$ cat config.mk
export PLATFORM = sky130hd
export DESIGN_NAME = gost_block_packer
export DESIGN_NICKNAME = d
export VERILOG_FILES = /design/src/rtl/gost_block_packer.sv
export SDC_FILE = /design/constraint.sdc
export NUM_CORES = 1
export LEC_CHECK = 0
export ABC_AREA = 1
export CORE_MARGIN = 5
export CORE_UTILIZATION = 49
export CTS_CLUSTER_DIAMETER = 30
export DETAILED_ROUTE_END_ITERATION = 6
export PLACE_DENSITY = 0.76
export SYNTH_ARGS = -nofsm -noshare
export SYNTH_HDL_FRONTEND = slang
export SYNTH_SLANG_ARGS = --single-unit
$ cat constraint.sdc
create_clock -name clk -period 1.76 [get_ports clk]
set_input_delay 0.264 -clock clk [delete_from_list [all_inputs] [get_ports clk]]
set_output_delay 0.264 -clock clk [all_outputs]
set_load 0.02 [all_outputs]
$ cat src/rtl/gost_block_packer.sv
//==============================================================================
// Module   : gost_block_packer
// Purpose  : Packs an 8-bit AXI-Stream into 64-bit blocks for a GOST cipher
//            pipeline. Define GOST_PAD_EN for ISO/IEC 7816-4 padding.
// Revision : 1.0 - initial release
//==============================================================================
`default_nettype none

module gost_block_packer #(
    parameter int         MSB_FIRST = 1,
    parameter logic [7:0] PAD_BYTE  = 8'h00
) (
    input  logic        clk,
    input  logic        rst_n,
    input  logic [7:0]  s_axis_tdata,
    input  logic        s_axis_tvalid,
    output logic        s_axis_tready,
    input  logic        s_axis_tlast,
    output logic [63:0] m_axis_tdata,
    output logic        m_axis_tvalid,
    input  logic        m_axis_tready,
    output logic [7:0]  m_axis_tkeep,
    output logic        m_axis_tlast,
    output logic [31:0] blk_cnt
);

    typedef enum logic [1:0] {
        S_FILL = 2'd0,
        S_WAIT = 2'd1,
        S_PAD  = 2'd2
    } state_t;

`ifdef GOST_PAD_EN
    localparam logic [63:0] c_acc_init = 64'h0;
    localparam logic [63:0] c_pad_blk  = (MSB_FIRST != 0) ? {8'h80, 56'h0} : {56'h0, 8'h80};
`else
    localparam logic [63:0] c_acc_init = {8{PAD_BYTE}};
`endif

    state_t      r_state;
    logic [2:0]  r_cnt;
    logic [63:0] r_acc;
    logic [7:0]  r_keep;
    logic        r_hold_last;
    logic        r_hold_pad;
    logic [63:0] r_m_data;
    logic [7:0]  r_m_keep;
    logic        r_m_last;
    logic        r_m_valid;
    logic [31:0] r_blk_cnt;

    logic        w_s_hs;
    logic        w_m_hs;
    logic        w_done;
    logic        w_out_free;
    logic [2:0]  w_lane;
    logic [2:0]  w_next_lane;
    logic [63:0] w_blk_data;
    logic [7:0]  w_blk_keep;
    logic        w_blk_last;
    logic        w_need_pad;

    // Physical byte position of logical byte index k within the block.
    function automatic logic [2:0] lane_of(input logic [2:0] k);
        lane_of = (MSB_FIRST != 0) ? ~k : k;
    endfunction

    assign s_axis_tready = rst_n && (r_state == S_FILL);
    assign w_s_hs        = s_axis_tvalid && s_axis_tready;
    assign w_m_hs        = r_m_valid && m_axis_tready;
    assign w_done        = w_s_hs && ((r_cnt == 3'd7) || s_axis_tlast);
    assign w_out_free    = !r_m_valid || m_axis_tready;
    assign w_lane        = lane_of(r_cnt);
    assign w_next_lane   = lane_of(r_cnt + 3'd1);

    // Block as it would look if the current input byte completes it.
    always_comb begin
        w_blk_data = r_acc;
        w_blk_keep = r_keep;
        for (int i = 0; i < 8; i++) begin
            if (3'(i) == w_lane) begin
                w_blk_data[8*i +: 8] = s_axis_tdata;
                w_blk_keep[i]        = 1'b1;
            end
        end
`ifdef GOST_PAD_EN
        w_blk_last = s_axis_tlast && (r_cnt != 3'd7);
        w_need_pad = s_axis_tlast && (r_cnt == 3'd7);
        if (w_blk_last) begin
            for (int i = 0; i < 8; i++) begin
                if (3'(i) == w_next_lane) begin
                    w_blk_data[8*i +: 8] = 8'h80;
                end
            end
            w_blk_keep = 8'hFF;
        end
`else
        w_blk_last = s_axis_tlast;
        w_need_pad = 1'b0;
`endif
    end

    always_ff @(posedge clk) begin
        if (!rst_n) begin
            r_state     <= S_FILL;
            r_cnt       <= 3'd0;
            r_acc       <= c_acc_init;
            r_keep      <= 8'h00;
            r_hold_last <= 1'b0;
            r_hold_pad  <= 1'b0;
            r_m_data    <= 64'h0;
            r_m_keep    <= 8'h00;
            r_m_last    <= 1'b0;
            r_m_valid   <= 1'b0;
            r_blk_cnt   <= 32'h0;
        end else begin
            if (w_m_hs) begin
                r_m_valid <= 1'b0;
                r_blk_cnt <= r_blk_cnt + 32'd1;
            end
            case (r_state)
                S_FILL: begin
                    if (w_done) begin
                        r_cnt <= 3'd0;
                        if (w_out_free) begin
                            r_m_data  <= w_blk_data;
                            r_m_keep  <= w_blk_keep;
                            r_m_last  <= w_blk_last;
                            r_m_valid <= 1'b1;
                            r_acc     <= c_acc_init;
                            r_keep    <= 8'h00;
                            r_state   <= w_need_pad ? S_PAD : S_FILL;
                        end else begin
                            r_acc       <= w_blk_data;
                            r_keep      <= w_blk_keep;
                            r_hold_last <= w_blk_last;
                            r_hold_pad  <= w_need_pad;
                            r_state     <= S_WAIT;
                        end
                    end else if (w_s_hs) begin
                        r_acc  <= w_blk_data;
                        r_keep <= w_blk_keep;
                        r_cnt  <= r_cnt + 3'd1;
                    end
                end
                S_WAIT: begin
                    if (w_out_free) begin
                        r_m_data  <= r_acc;
                        r_m_keep  <= r_keep;
                        r_m_last  <= r_hold_last;
                        r_m_valid <= 1'b1;
                        r_acc     <= c_acc_init;
                        r_keep    <= 8'h00;
                        r_state   <= r_hold_pad ? S_PAD : S_FILL;
                    end
                end
                S_PAD: begin
`ifdef GOST_PAD_EN
                    if (w_out_free) begin
                        r_m_data  <= c_pad_blk;
                        r_m_keep  <= 8'hFF;
                        r_m_last  <= 1'b1;
                        r_m_valid <= 1'b1;
                        r_state   <= S_FILL;
                    end
`else
                    r_state <= S_FILL;
`endif
                end
                default: r_state <= S_FILL;
            endcase
        end
    end

    assign m_axis_tdata  = r_m_data;
    assign m_axis_tkeep  = r_m_keep;
    assign m_axis_tlast  = r_m_last;
    assign m_axis_tvalid = r_m_valid;
    assign blk_cnt       = r_blk_cnt;

endmodule

`default_nettype wire

==> results.yml, run 1 <==
power_and_ir_drop:
  p_int_mw: 6.77
  max-vdd-ir-drop_uv: 681
  pwr-share-seq_pct: 47.3
  powerDensity_nw_per_um2: 839
  total_power_mw: 9.13
  swShare_pct: 25.9
  power.share.clock_pct: 41.6
  cellLeakagePower_nw: 4.50
  p_sw_mw: 2.37
  combPwrFrac_pct: 11.1
clock_network:
  cts.sinks: 183
  cts_max_path_buffers: 2
  root_buffer: "clkbuf_16"
  clk_pin_slew_ns: 0.07
  clkLatencyLatePin_ns: 0.44
  cts_tree: "built"
  htree_levels: 4
  cts-buffers-inserted: 17
grt:
  antenna_found_initial: 0
  grt_pass1_vias: 7393
  grt_overflow: 0
  grt_max_degree: 83
  grt_pass1_wl_um: 37100
  grt_usage_pct: 23.4
place:
  dp_cells: 1485
  dp_hpwl_um: 15000
  port_buffers: 119
  gp_congestion: 0.845
  pre_cts_ws_ns: -0.142
layout:
  fin_cells: 1528
  area_growth_pct: 33.5
  final_common_cell: "nand2_1"
  most-common-layout-cells: "214 x nand2_1, 180 x dfxtp_1, 171 x a21oi_1"
  nNetsFinal: 1315
  drive_gt1_share_pct: 11.2
  diodes: 0
worst_setup_path:
  critPathMaxFanout: 22
  cp-end-kind: "flip-flop"
  critPathLaunchType: "flip-flop"
  required_ns: 2.12
  crit_arrival_ns: 2.11
  worstSetupPathType: "flip-flop to flip-flop"
timing:
  fin_skew_ns: 0.00838
  setup-tns-final_ns: 0
  min_period_ns: 1.75
  clock.fmax_mhz: 572
  drv_slew: 0
  setup_ws_ns: 0.0109
  hold_viol: 0
  relSlewSlack_pct: 47.0
  tightest_slew_ns: 0.794
  rsz0062_at_grt: "yes"
  timing.final.crit_share_pct: 99.4
  setup_viol: 0
floorplanning:
  pin_count: 120
  dieArea_um2: 19300
  initial_utilization_pct: 49.6
  core-area_um2: 16500
  die_width_um: 139
  die_h_um: 139
  rows: 47
run:
  maxCapViolations: 0
drt:
  num_vias: 8168
  drt_iter0_drc: 672
  finalWirelength_um: 23400
  avgRoutedWirePerCell_um: 15.3
  drc: 0
  dr.pass1.iters: 5
  avgViaCountPerCell: 5.35
  ant_nets: 0
outcome:
  outcome: "finished clean"
synth:
  yosysUniqueCellTypes: 34
  ys_seq_area_share_pct: 44.9
  syn_inst: 1137
  ys.flop_type: "dfxtp_1"
  yosys_warnings: 0
  synth-async-reset-ratio_pct: 0
  netlist_area_um2: 8160
  synth-seq-cells: 183
  syn_avg_cell_area_um2: 7.18
  synth_edf_count: 0
  syn_nets: 1157
hold_path:
  min_path_type: "primary input to flip-flop"
==> registers in the layout, summed over array words and instances, names as in the netlist, 3 cells and up <==
| register | count |
|---|---|
| m_axis_tdata | 64 |
| r_keep | 8 |
| blk_cnt | 32 |
| m_axis_tkeep | 8 |
| r_acc | 64 |
| r_cnt | 3 |
==> cells by family (layout without fill, tap and decap cells) <==
group | after synthesis | after routing | synth area share (%)
AO/OA/AOI/OAI | 388 | 388 | 25.4
AND/OR/NAND/NOR | 365 | 365 | 18.7
buffers and inverters | 191 | 362 | 9.69
flip-flops | 183 | 183 | 44.9
adder cells (fa/ha/maj) | 7 | 7 | 1.07
XOR/XNOR | 3 | 3 | 0.322
==> per-layer routing <==
metal,vias up,wire length [µm],GRT usage [%]
li1,4101,-,-
met3,52,1570,5.21
met4,0,533,7.78
met1,3766,10400,31.5
met2,249,10800,37.4
met5,-,0,0
==> cell type report <==
| class | count | area (µm²) |
|---|---|---|
| clock buffer | 19 | 453 |
| tap | 220 | 275 |
| inverter | 124 | 468 |
| fill | 1395 | 5570 |
| sequential | 183 | 3670 |
| multi-input combinational | 763 | 3760 |
| timing repair buffer | 206 | 2130 |
| clock inverter | 13 | 135 |
==> worst max-delay path: stages, from the launching register on <==
cell	delay (ns)
dfxtp_4	0.37
ha_4	0.15
ha_4	0.15
nor2_4	0.04
nor2_4	0.16
nor2_4	0.07
nor2_8	0.19
buf_4	0.17
clkbuf_16	0.18
nand2_1	0.06
a21oi_1	0.12
==> repair_timing <==
action | 4_1_cts | 5_1_grt
hold buffers | 0 | 0
pin swaps | 3 | 4
gates resized for setup | 25 | 51
setup endpoints to repair | 86 | 80
gates cloned | 2 | 3
setup buffers | 3 | 4
==> cells in the mapped netlist, types with 4 or more instances <==
cell	n	share of area [%]
o21ai_0	147	9.0
o211ai_1	13	1.2
o22ai_1	33	2.5
nand4_1	9	0.69
inv_1	121	5.6
nand2_2	4	0.31
o21a_1	9	0.83
dfxtp_1	183	45
a21boi_0	11	1.0
nor3_1	6	0.37
nand2_1	215	9.9
nor2_1	80	3.7
ha_1	7	1.1
clkbuf_1	34	1.6
buf_2	18	1.1
a21oi_1	171	10
buf_4	13	1.2
nand3_1	39	2.4
==> through the flow <==
stage	hold slack (ns)	area, µm²	utilization [%]
after global placement	0.448	10100	61.1
after floorplan	0.428	8170	-
after detailed placement	0.453	10100	61.1
after global routing	0.315	10900	66.2
final	0.312	10900	66.2
after CTS	0.289	10800	65.4
==> final timing paths <==
kind	cells past startpoint	start	end	slack, ns
max	10	r_cnt[1]	m_axis_tdata[44]	0.01
min	4	rst_n	r_cnt[2]	0.31
max reg2reg	10	r_cnt[1]	m_axis_tdata[44]	0.01
min reg2reg	2	m_axis_tdata[22]	m_axis_tdata[22]	0.46
==> power groups by stage <==
stage / Combinational, mW / Clock (mW) / Sequential (mW)
after global routing: 1.10 / 4.05 / 4.33
final: 1.02 / 3.80 / 4.32
after detailed placement: 0.956 / 0 / 4.41
after CTS: 0.986 / 3.87 / 4.32
after global placement: 0.943 / 0 / 4.41
after floorplan: 0.432 / 0 / 4.50
(Power assumes the default switching activity.)
==> run 2, diff against run 1 <==
ABC_CLOCK_PERIOD_IN_PS = 1760   (was not set)
==> results of run 2 <==
Final layout, timing and power as in run 1 (identical DEF).
